File: src/rtl/out_buf_drain_if.sv
// Stream and select bundle between the output-buffer drain and its surroundings.
// The drain side uses the master modport; the cluster/writeback side uses slave.
interface out_buf_drain_if #(
    parameter int COMPUTE_UNIT_NUM = 4,
    parameter int OUTPUT_BUF_NUM   = 4,
    parameter int OUTPUT_BUF_W     = 128,
    parameter int BUS_W            = 32
);
    logic                                start_i;
    logic [$clog2(OUTPUT_BUF_NUM):0]     buf_num_i;
    logic [COMPUTE_UNIT_NUM-1:0]         cu_mask_i;
    logic                                busy_o;
    logic                                done_o;
    logic [$clog2(COMPUTE_UNIT_NUM)-1:0] com_unit_out_buf_sel_o;
    logic [$clog2(OUTPUT_BUF_NUM)-1:0]   acc_buf_sel_o;
    logic [OUTPUT_BUF_W-1:0]             out_buf_dat_i;
    logic [BUS_W-1:0]                    dat_o;
    logic                                valid_o;
    logic                                ready_i;
    logic                                last_o;
    logic [31:0]                         beat_cnt_o;

    modport master (
        input  start_i, buf_num_i, cu_mask_i, out_buf_dat_i, ready_i,
        output busy_o, done_o, com_unit_out_buf_sel_o, acc_buf_sel_o,
               dat_o, valid_o, last_o, beat_cnt_o
    );

    modport slave (
        output start_i, buf_num_i, cu_mask_i, out_buf_dat_i, ready_i,
        input  busy_o, done_o, com_unit_out_buf_sel_o, acc_buf_sel_o,
               dat_o, valid_o, last_o, beat_cnt_o
    );
endinterface

File: src/rtl/out_buf_drain.sv
// Output-buffer drain: walks enabled (compute unit, accumulation buffer) pairs,
// captures each buffer word after the read latency and serialises it LSB slice
// first onto a valid/ready stream, flagging the final beat of the whole drain.
module out_buf_drain #(
    parameter int COMPUTE_UNIT_NUM = 4,
    parameter int OUTPUT_BUF_NUM   = 4,
    parameter int OUTPUT_BUF_W     = 128,
    parameter int BUS_W            = 32,
    parameter int RD_LAT           = 1
) (
    input  logic           clk_i,
    input  logic           rst_i,
    out_buf_drain_if.master bus
);
    localparam int CU_W   = $clog2(COMPUTE_UNIT_NUM);
    localparam int BI_W   = $clog2(OUTPUT_BUF_NUM);
    localparam int BN_W   = BI_W + 1;
    localparam int BEATS  = OUTPUT_BUF_W / BUS_W;
    localparam int BEAT_W = (BEATS > 1) ? $clog2(BEATS) : 1;
    localparam int WAIT_W = $clog2(RD_LAT + 1);

    localparam logic [BN_W-1:0]   BN_ONE    = BN_W'(1);
    localparam logic [BN_W-1:0]   BUF_MAX   = BN_W'(OUTPUT_BUF_NUM);
    localparam logic [BEAT_W-1:0] LAST_BEAT = BEAT_W'(BEATS - 1);
    localparam logic [BEAT_W-1:0] BEAT_ONE  = BEAT_W'(1);
    localparam logic [WAIT_W-1:0] WAIT_INIT = WAIT_W'(RD_LAT);
    localparam logic [WAIT_W-1:0] WAIT_ONE  = WAIT_W'(1);

    typedef enum logic [2:0] {IDLE, SEL, WAIT, CAP, SEND, DONE} state_t;

    state_t                  state;
    logic [COMPUTE_UNIT_NUM-1:0] mask_q;
    logic [BN_W-1:0]         buf_num_q;
    logic [CU_W-1:0]         cu_idx;
    logic [BI_W-1:0]         buf_idx;
    logic [BEAT_W-1:0]       beat;
    logic [WAIT_W-1:0]       wait_cnt;
    logic [OUTPUT_BUF_W-1:0] shift_reg;
    logic [CU_W-1:0]         first_cu;
    logic [CU_W-1:0]         nxt_cu;
    logic                    nxt_cu_found;
    logic                    is_final;
    logic                    xfer;

    // Buffer counts beyond the physical buffer count saturate to it.
    function automatic logic [BN_W-1:0] sat_buf_num(input logic [BN_W-1:0] n);
        return (n > BUF_MAX) ? BUF_MAX : n;
    endfunction

    // Lowest set bit of the incoming mask, and next enabled CU above cu_idx.
    always_comb begin
        first_cu     = '0;
        nxt_cu       = '0;
        nxt_cu_found = 1'b0;
        for (int i = COMPUTE_UNIT_NUM - 1; i >= 0; i--) begin
            if (bus.cu_mask_i[i]) first_cu = CU_W'(i);
            if (mask_q[i] && (i > int'(cu_idx))) begin
                nxt_cu_found = 1'b1;
                nxt_cu       = CU_W'(i);
            end
        end
    end

    assign is_final  = ({1'b0, buf_idx} == (buf_num_q - BN_ONE)) && !nxt_cu_found;
    assign xfer      = bus.valid_o && bus.ready_i;
    assign bus.dat_o = bus.valid_o ? shift_reg[BUS_W-1:0] : '0;

    // Control FSM: select walk, read-latency wait, capture and beat sequencing.
    always_ff @(posedge clk_i or negedge rst_i) begin
        if (!rst_i) begin
            state                      <= IDLE;
            bus.busy_o                 <= 1'b0;
            bus.done_o                 <= 1'b0;
            bus.com_unit_out_buf_sel_o <= '0;
            bus.acc_buf_sel_o          <= '0;
            bus.valid_o                <= 1'b0;
            bus.last_o                 <= 1'b0;
            bus.beat_cnt_o             <= '0;
            mask_q                     <= '0;
            buf_num_q                  <= '0;
            cu_idx                     <= '0;
            buf_idx                    <= '0;
            beat                       <= '0;
            wait_cnt                   <= '0;
        end else begin
            bus.done_o <= 1'b0;
            case (state)
                IDLE: begin
                    if (bus.start_i) begin
                        mask_q         <= bus.cu_mask_i;
                        buf_num_q      <= sat_buf_num(bus.buf_num_i);
                        bus.beat_cnt_o <= '0;
                        bus.busy_o     <= 1'b1;
                        if (bus.cu_mask_i == '0 || bus.buf_num_i == '0) begin
                            state <= DONE;
                        end else begin
                            cu_idx  <= first_cu;
                            buf_idx <= '0;
                            state   <= SEL;
                        end
                    end
                end
                SEL: begin
                    bus.com_unit_out_buf_sel_o <= cu_idx;
                    bus.acc_buf_sel_o          <= buf_idx;
                    wait_cnt                   <= WAIT_INIT;
                    state                      <= WAIT;
                end
                WAIT: begin
                    wait_cnt <= wait_cnt - WAIT_ONE;
                    if (wait_cnt == WAIT_ONE) state <= CAP;
                end
                CAP: begin
                    beat        <= '0;
                    bus.valid_o <= 1'b1;
                    bus.last_o  <= (BEATS == 1) && is_final;
                    state       <= SEND;
                end
                SEND: begin
                    if (xfer) begin
                        bus.beat_cnt_o <= bus.beat_cnt_o + 32'd1;
                        if (beat == LAST_BEAT) begin
                            bus.valid_o <= 1'b0;
                            bus.last_o  <= 1'b0;
                            if ({1'b0, buf_idx} != (buf_num_q - BN_ONE)) begin
                                buf_idx <= buf_idx + BI_W'(1);
                                state   <= SEL;
                            end else if (nxt_cu_found) begin
                                buf_idx <= '0;
                                cu_idx  <= nxt_cu;
                                state   <= SEL;
                            end else begin
                                state <= DONE;
                            end
                        end else begin
                            beat       <= beat + BEAT_ONE;
                            bus.last_o <= ((beat + BEAT_ONE) == LAST_BEAT) && is_final;
                        end
                    end
                end
                DONE: begin
                    bus.done_o <= 1'b1;
                    bus.busy_o <= 1'b0;
                    state      <= IDLE;
                end
                default: state <= IDLE;
            endcase
        end
    end

    // Word shift register: loaded on capture, shifted one slice per transfer.
    always_ff @(posedge clk_i) begin
        if (state == CAP) begin
            shift_reg <= bus.out_buf_dat_i;
        end else if (state == SEND && xfer) begin
            shift_reg <= shift_reg >> BUS_W;
        end
    end
endmodule

File: src/flat_wrapper.sv
// flat-port wrapper written by rule: the top's interface ports become plain ports
module out_buf_drain_flat 
#(
    parameter int COMPUTE_UNIT_NUM = 4,
    parameter int OUTPUT_BUF_NUM   = 4,
    parameter int OUTPUT_BUF_W     = 128,
    parameter int BUS_W            = 32,
    parameter int RD_LAT           = 1
)
  (clk_i, rst_i, bus_start_i, bus_buf_num_i, bus_cu_mask_i, bus_out_buf_dat_i, bus_ready_i, bus_busy_o, bus_done_o, bus_com_unit_out_buf_sel_o, bus_acc_buf_sel_o, bus_dat_o, bus_valid_o, bus_last_o, bus_beat_cnt_o);
  out_buf_drain_if #(.COMPUTE_UNIT_NUM(COMPUTE_UNIT_NUM), .OUTPUT_BUF_NUM(OUTPUT_BUF_NUM), .OUTPUT_BUF_W(OUTPUT_BUF_W), .BUS_W(BUS_W)) bus_i ();
  input  logic clk_i;
  input  logic rst_i;
  input wire logic [$bits(bus_i.start_i)-1:0] bus_start_i;
  input wire logic [$bits(bus_i.buf_num_i)-1:0] bus_buf_num_i;
  input wire logic [$bits(bus_i.cu_mask_i)-1:0] bus_cu_mask_i;
  input wire logic [$bits(bus_i.out_buf_dat_i)-1:0] bus_out_buf_dat_i;
  input wire logic [$bits(bus_i.ready_i)-1:0] bus_ready_i;
  output wire logic [$bits(bus_i.busy_o)-1:0] bus_busy_o;
  output wire logic [$bits(bus_i.done_o)-1:0] bus_done_o;
  output wire logic [$bits(bus_i.com_unit_out_buf_sel_o)-1:0] bus_com_unit_out_buf_sel_o;
  output wire logic [$bits(bus_i.acc_buf_sel_o)-1:0] bus_acc_buf_sel_o;
  output wire logic [$bits(bus_i.dat_o)-1:0] bus_dat_o;
  output wire logic [$bits(bus_i.valid_o)-1:0] bus_valid_o;
  output wire logic [$bits(bus_i.last_o)-1:0] bus_last_o;
  output wire logic [$bits(bus_i.beat_cnt_o)-1:0] bus_beat_cnt_o;
  assign bus_i.start_i = bus_start_i;
  assign bus_i.buf_num_i = bus_buf_num_i;
  assign bus_i.cu_mask_i = bus_cu_mask_i;
  assign bus_i.out_buf_dat_i = bus_out_buf_dat_i;
  assign bus_i.ready_i = bus_ready_i;
  assign bus_busy_o = bus_i.busy_o;
  assign bus_done_o = bus_i.done_o;
  assign bus_com_unit_out_buf_sel_o = bus_i.com_unit_out_buf_sel_o;
  assign bus_acc_buf_sel_o = bus_i.acc_buf_sel_o;
  assign bus_dat_o = bus_i.dat_o;
  assign bus_valid_o = bus_i.valid_o;
  assign bus_last_o = bus_i.last_o;
  assign bus_beat_cnt_o = bus_i.beat_cnt_o;
  out_buf_drain #(.COMPUTE_UNIT_NUM(COMPUTE_UNIT_NUM), .OUTPUT_BUF_NUM(OUTPUT_BUF_NUM), .OUTPUT_BUF_W(OUTPUT_BUF_W), .BUS_W(BUS_W), .RD_LAT(RD_LAT)) u_core (.clk_i(clk_i), .rst_i(rst_i), .bus(bus_i));
endmodule
File: config.mk
export PLATFORM = sky130hd
export DESIGN_NAME = out_buf_drain_flat
export DESIGN_NICKNAME = d
export VERILOG_FILES = /design/src/rtl/out_buf_drain_if.sv /design/src/rtl/out_buf_drain.sv /design/src/flat_wrapper.sv
export SDC_FILE = /design/constraint.sdc
export NUM_CORES = 1
export LEC_CHECK = 0
export CAP_MARGIN = 20
export CORE_UTILIZATION = 49
export DETAILED_ROUTE_END_ITERATION = 12
export PLACE_DENSITY = 0.85
export SLEW_MARGIN = 20
export SYNTH_ARGS = -nofsm -noshare
export SYNTH_HDL_FRONTEND = slang
export SYNTH_SLANG_ARGS = --single-unit
File: constraint.sdc
create_clock -name clk_i -period 6.6 [get_ports clk_i]
set_input_delay 0.66 -clock clk_i [delete_from_list [all_inputs] [get_ports clk_i]]
set_output_delay 0.66 -clock clk_i [all_outputs]
set_load 0.02 [all_outputs]
==> impl_metrics.tcl <==
set metrics [dict create \
    leakage_nw 4.349 \
    r2r_setup_slack_ns 3.08 \
    critPathMaxFanout 72 \
    ys_async_sr_fraction 0.3043 \
    required_ns 6.65 \
    grt_setup_unrepaired "false" \
    end_kind "register" \
    synthFlopType "edfxtp_1" \
    grt_util_met3 0.05057 \
    layout.cells.non_filler 1044 \
    hold_viol 0 \
    cts_resized 0 \
    cts_buffers 17 \
    ys_ff_latch 184 \
    synth_cell_types 51 \
    drv_slew 0 \
    die_w_microns 132.7 \
    status "finished, final reports clean" \
    initial_core_util 0.5027 \
    swShare 0.3003 \
    rr_endpoint "u_core.shift_reg[107]" \
    skew_ns 0.01704 \
    antenna_left 0 \
    syn2layout_area_growth_pct 34.92 \
    grt_pass1_wl_mm 30.72 \
    nets 955 \
    slew-limit-headroom 0.3393 \
    crit_top_cell "nand2_4" \
    cts_root_buf "clkbuf_16" \
    grtUsageTotal 0.2287 \
    hold_buffers 0 \
    postCtsSetupBuffers 0 \
    place.gp.congestion 0.8211 \
    core_sq_um 16640 \
    min_path_type "input port to asynchronous set/reset pin" \
    yosys_warnings 0 \
    drc 0 \
    syn_area_sq_um 8366 \
    largest_reg_flops 128 \
    start_kind "register" \
    grt.busiest_layer "met2" \
    port-buffer-count 210 \
    syn_nets 752 \
    clk_latency_ns 0.43 \
    rr_worst_depth 4 \
    synth-edff-count 128 \
    seq_area_frac_synth 0.6270 \
    cts-htree-levels 4 \
    cts_tree "built" \
    grt_pass1_vias 5810 \
    crit_path_max_incr_delay_ns 0.79 \
    worst_slew_pin_slew_ns 0.9910 \
    rows 47 \
    cap_viol_max_count 0 \
    tns_ns 0 \
    cts_buffer_depth 2 \
    min_period_over_period 0.5335 \
    hpwl_mm 13.41 \
    clk_pin_slew_ns 0.07 \
    post_drt_wl_per_cell_microns 18.58 \
    vias_per_cell 5.387 \
    antenna_cells 0 \
    drive_gt1_frac 0.1881 \
    crit_path_cell_trace "nor2b_4 -> nand2_4 -> nand2_4 -> buf_4" \
    overflow 0 \
    setup_viol 0 \
    power_frac_comb 0.308 \
    ios 211 \
    worstSetupPathType "register to register" \
    cp_slowest_cell "nand2_4" \
    ir_drop_mv 0.3207 \
    dp.cells 1013 \
    min_period_ns 3.521 \
    clkPwrFrac 0.262 \
    cp.arrival_ns 3.57 \
    use_met1 0.2743 \
    r2r-start "u_core.state[1]" \
    fmax_mhz 284.0 \
    intPower_mw 2.872 \
    drt_iter0_drc 356 \
    syn_avg_cell_area_sq_um 13.74 \
    grt_use_met2 0.4012 \
    clkSinkCount 184 \
    routed-via-count 5624 \
    syn_inst 609 \
    antenna_found_initial 0 \
    p_sw_mw 1.233 \
    first_pass_iters 4 \
    die_y_microns 132.7 \
    p_per_area_nw_per_um2 363.7 \
    routed_wl_mm 19.40 \
    sequentialPowerShare 0.430 \
    grt_max_degree 73 \
    die_area_sq_um 17600 \
]
-- kinds of logic after synthesis --
family / count (synthesis) / synth area share
xor gates and xnor gates: 18 / 0.01885
muxes: 116 / 0.1541
buffers and inverters: 40 / 0.02034
AOI/OAI and AO/OA: 42 / 0.03261
adders and majority gates: 4 / 0.005983
DFF: 184 / 0.6270
and+or+nand+nor: 205 / 0.1412
-- synthesized netlist by cell type (10+ instances only) --
cell type    n  share of area
o21ai_0     19          0.011
mux2_2     102           0.14
nor2_1      31          0.014
and3_1      34          0.025
dfrtp_1     56           0.17
clkbuf_1    20         0.0090
nand3_1     22          0.013
nand2_1     38          0.017
xor2_1      11          0.012
a21oi_1     11         0.0066
and2_1      34          0.025
mux2i_1     14          0.017
buf_2       10         0.0060
edfxtp_1   128           0.46
-- cells in the final DEF (no fill, tap or decap), types with 3 or more instances in the layout --
cell / count
buf_4: 5
nand2_1: 36
ha_1: 4
mux2_2: 102
nor2_1: 31
and2_1: 34
inv_1: 9
xor2_1: 11
bufinv_16: 4
nand3_2: 5
nor3_1: 7
xnor2_1: 7
a21oi_1: 11
o21ai_0: 19
edfxtp_1: 128
mux2i_1: 14
clkinv_4: 3
clkdlybuf4s50_1: 209
and3_1: 34
dfrtp_1: 56
nand4_1: 9
nand3_1: 22
clkbuf_16: 17
-- through the flow --
stage	hold slack (ns)	total power [mW]	setup WS, ns	cell area (sq um)	utilization
after CTS	0.3742	4.130	2.579	11280	0.6779
after floorplan	0.3644	2.592	1.979	8366	-
after detailed placement	0.4887	3.049	2.601	10660	0.6403
after global routing	0.4163	4.288	2.759	11290	0.6782
after global placement	0.4667	2.984	2.789	10660	0.6403
final	0.3749	4.105	3.079	11290	0.6782
-- worst max-delay path, delay by kind of cell (launching register included) --
kind,cells,cell delay [ns]
buffers and inverters,1,0.74
DFF,1,0.54
and+or+nand+nor,3,1.81
-- worst max-delay path by stage --
stage	to	depth (start not counted)	slack (ns)	startpoint
2_1_floorplan	u_core.shift_reg[0]	6	1.98	u_core.state[1]
3_3_place_gp	u_core.shift_reg[21]	4	2.79	u_core.state[1]
3_5_place_dp	u_core.shift_reg[18]	4	2.60	u_core.state[1]
4_1_cts	u_core.shift_reg[107]	4	2.58	u_core.state[1]
5_1_grt	u_core.shift_reg[79]	3	2.76	u_core.bus.valid_o
6_report	u_core.shift_reg[107]	4	3.08	u_core.state[1]
-- final cells by class --
cell class / instances / area [sq um]
Clock buffer: 18 / 429.2
Inverter: 9 / 33.78
Fill cell: 1127 / 5355
Multi-Input combinational cell: 385 / 2973
Tap cell: 220 / 275.3
Timing Repair Buffer: 215 / 2135
Clock inverter: 13 / 196.4
Sequential cell: 184 / 5245
-- layer usage --
metal  routed length, microns  part of all wire
met5                        0                 0
met4                      407             0.021
met3                     1038             0.054
met2                    10120              0.52
met1                     7829              0.40
-- power by group through the flow --
stage / Combinational, mW / Clock [mW] / Sequential, mW
final: 1.26 / 1.08 / 1.76
after global routing: 1.36 / 1.13 / 1.79
after CTS: 1.28 / 1.09 / 1.77
after detailed placement: 1.26 / 0 / 1.79
after global placement: 1.21 / 0 / 1.77
after floorplan: 0.824 / 0 / 1.77
No activity file was read; power rests on OpenSTA's default activity.
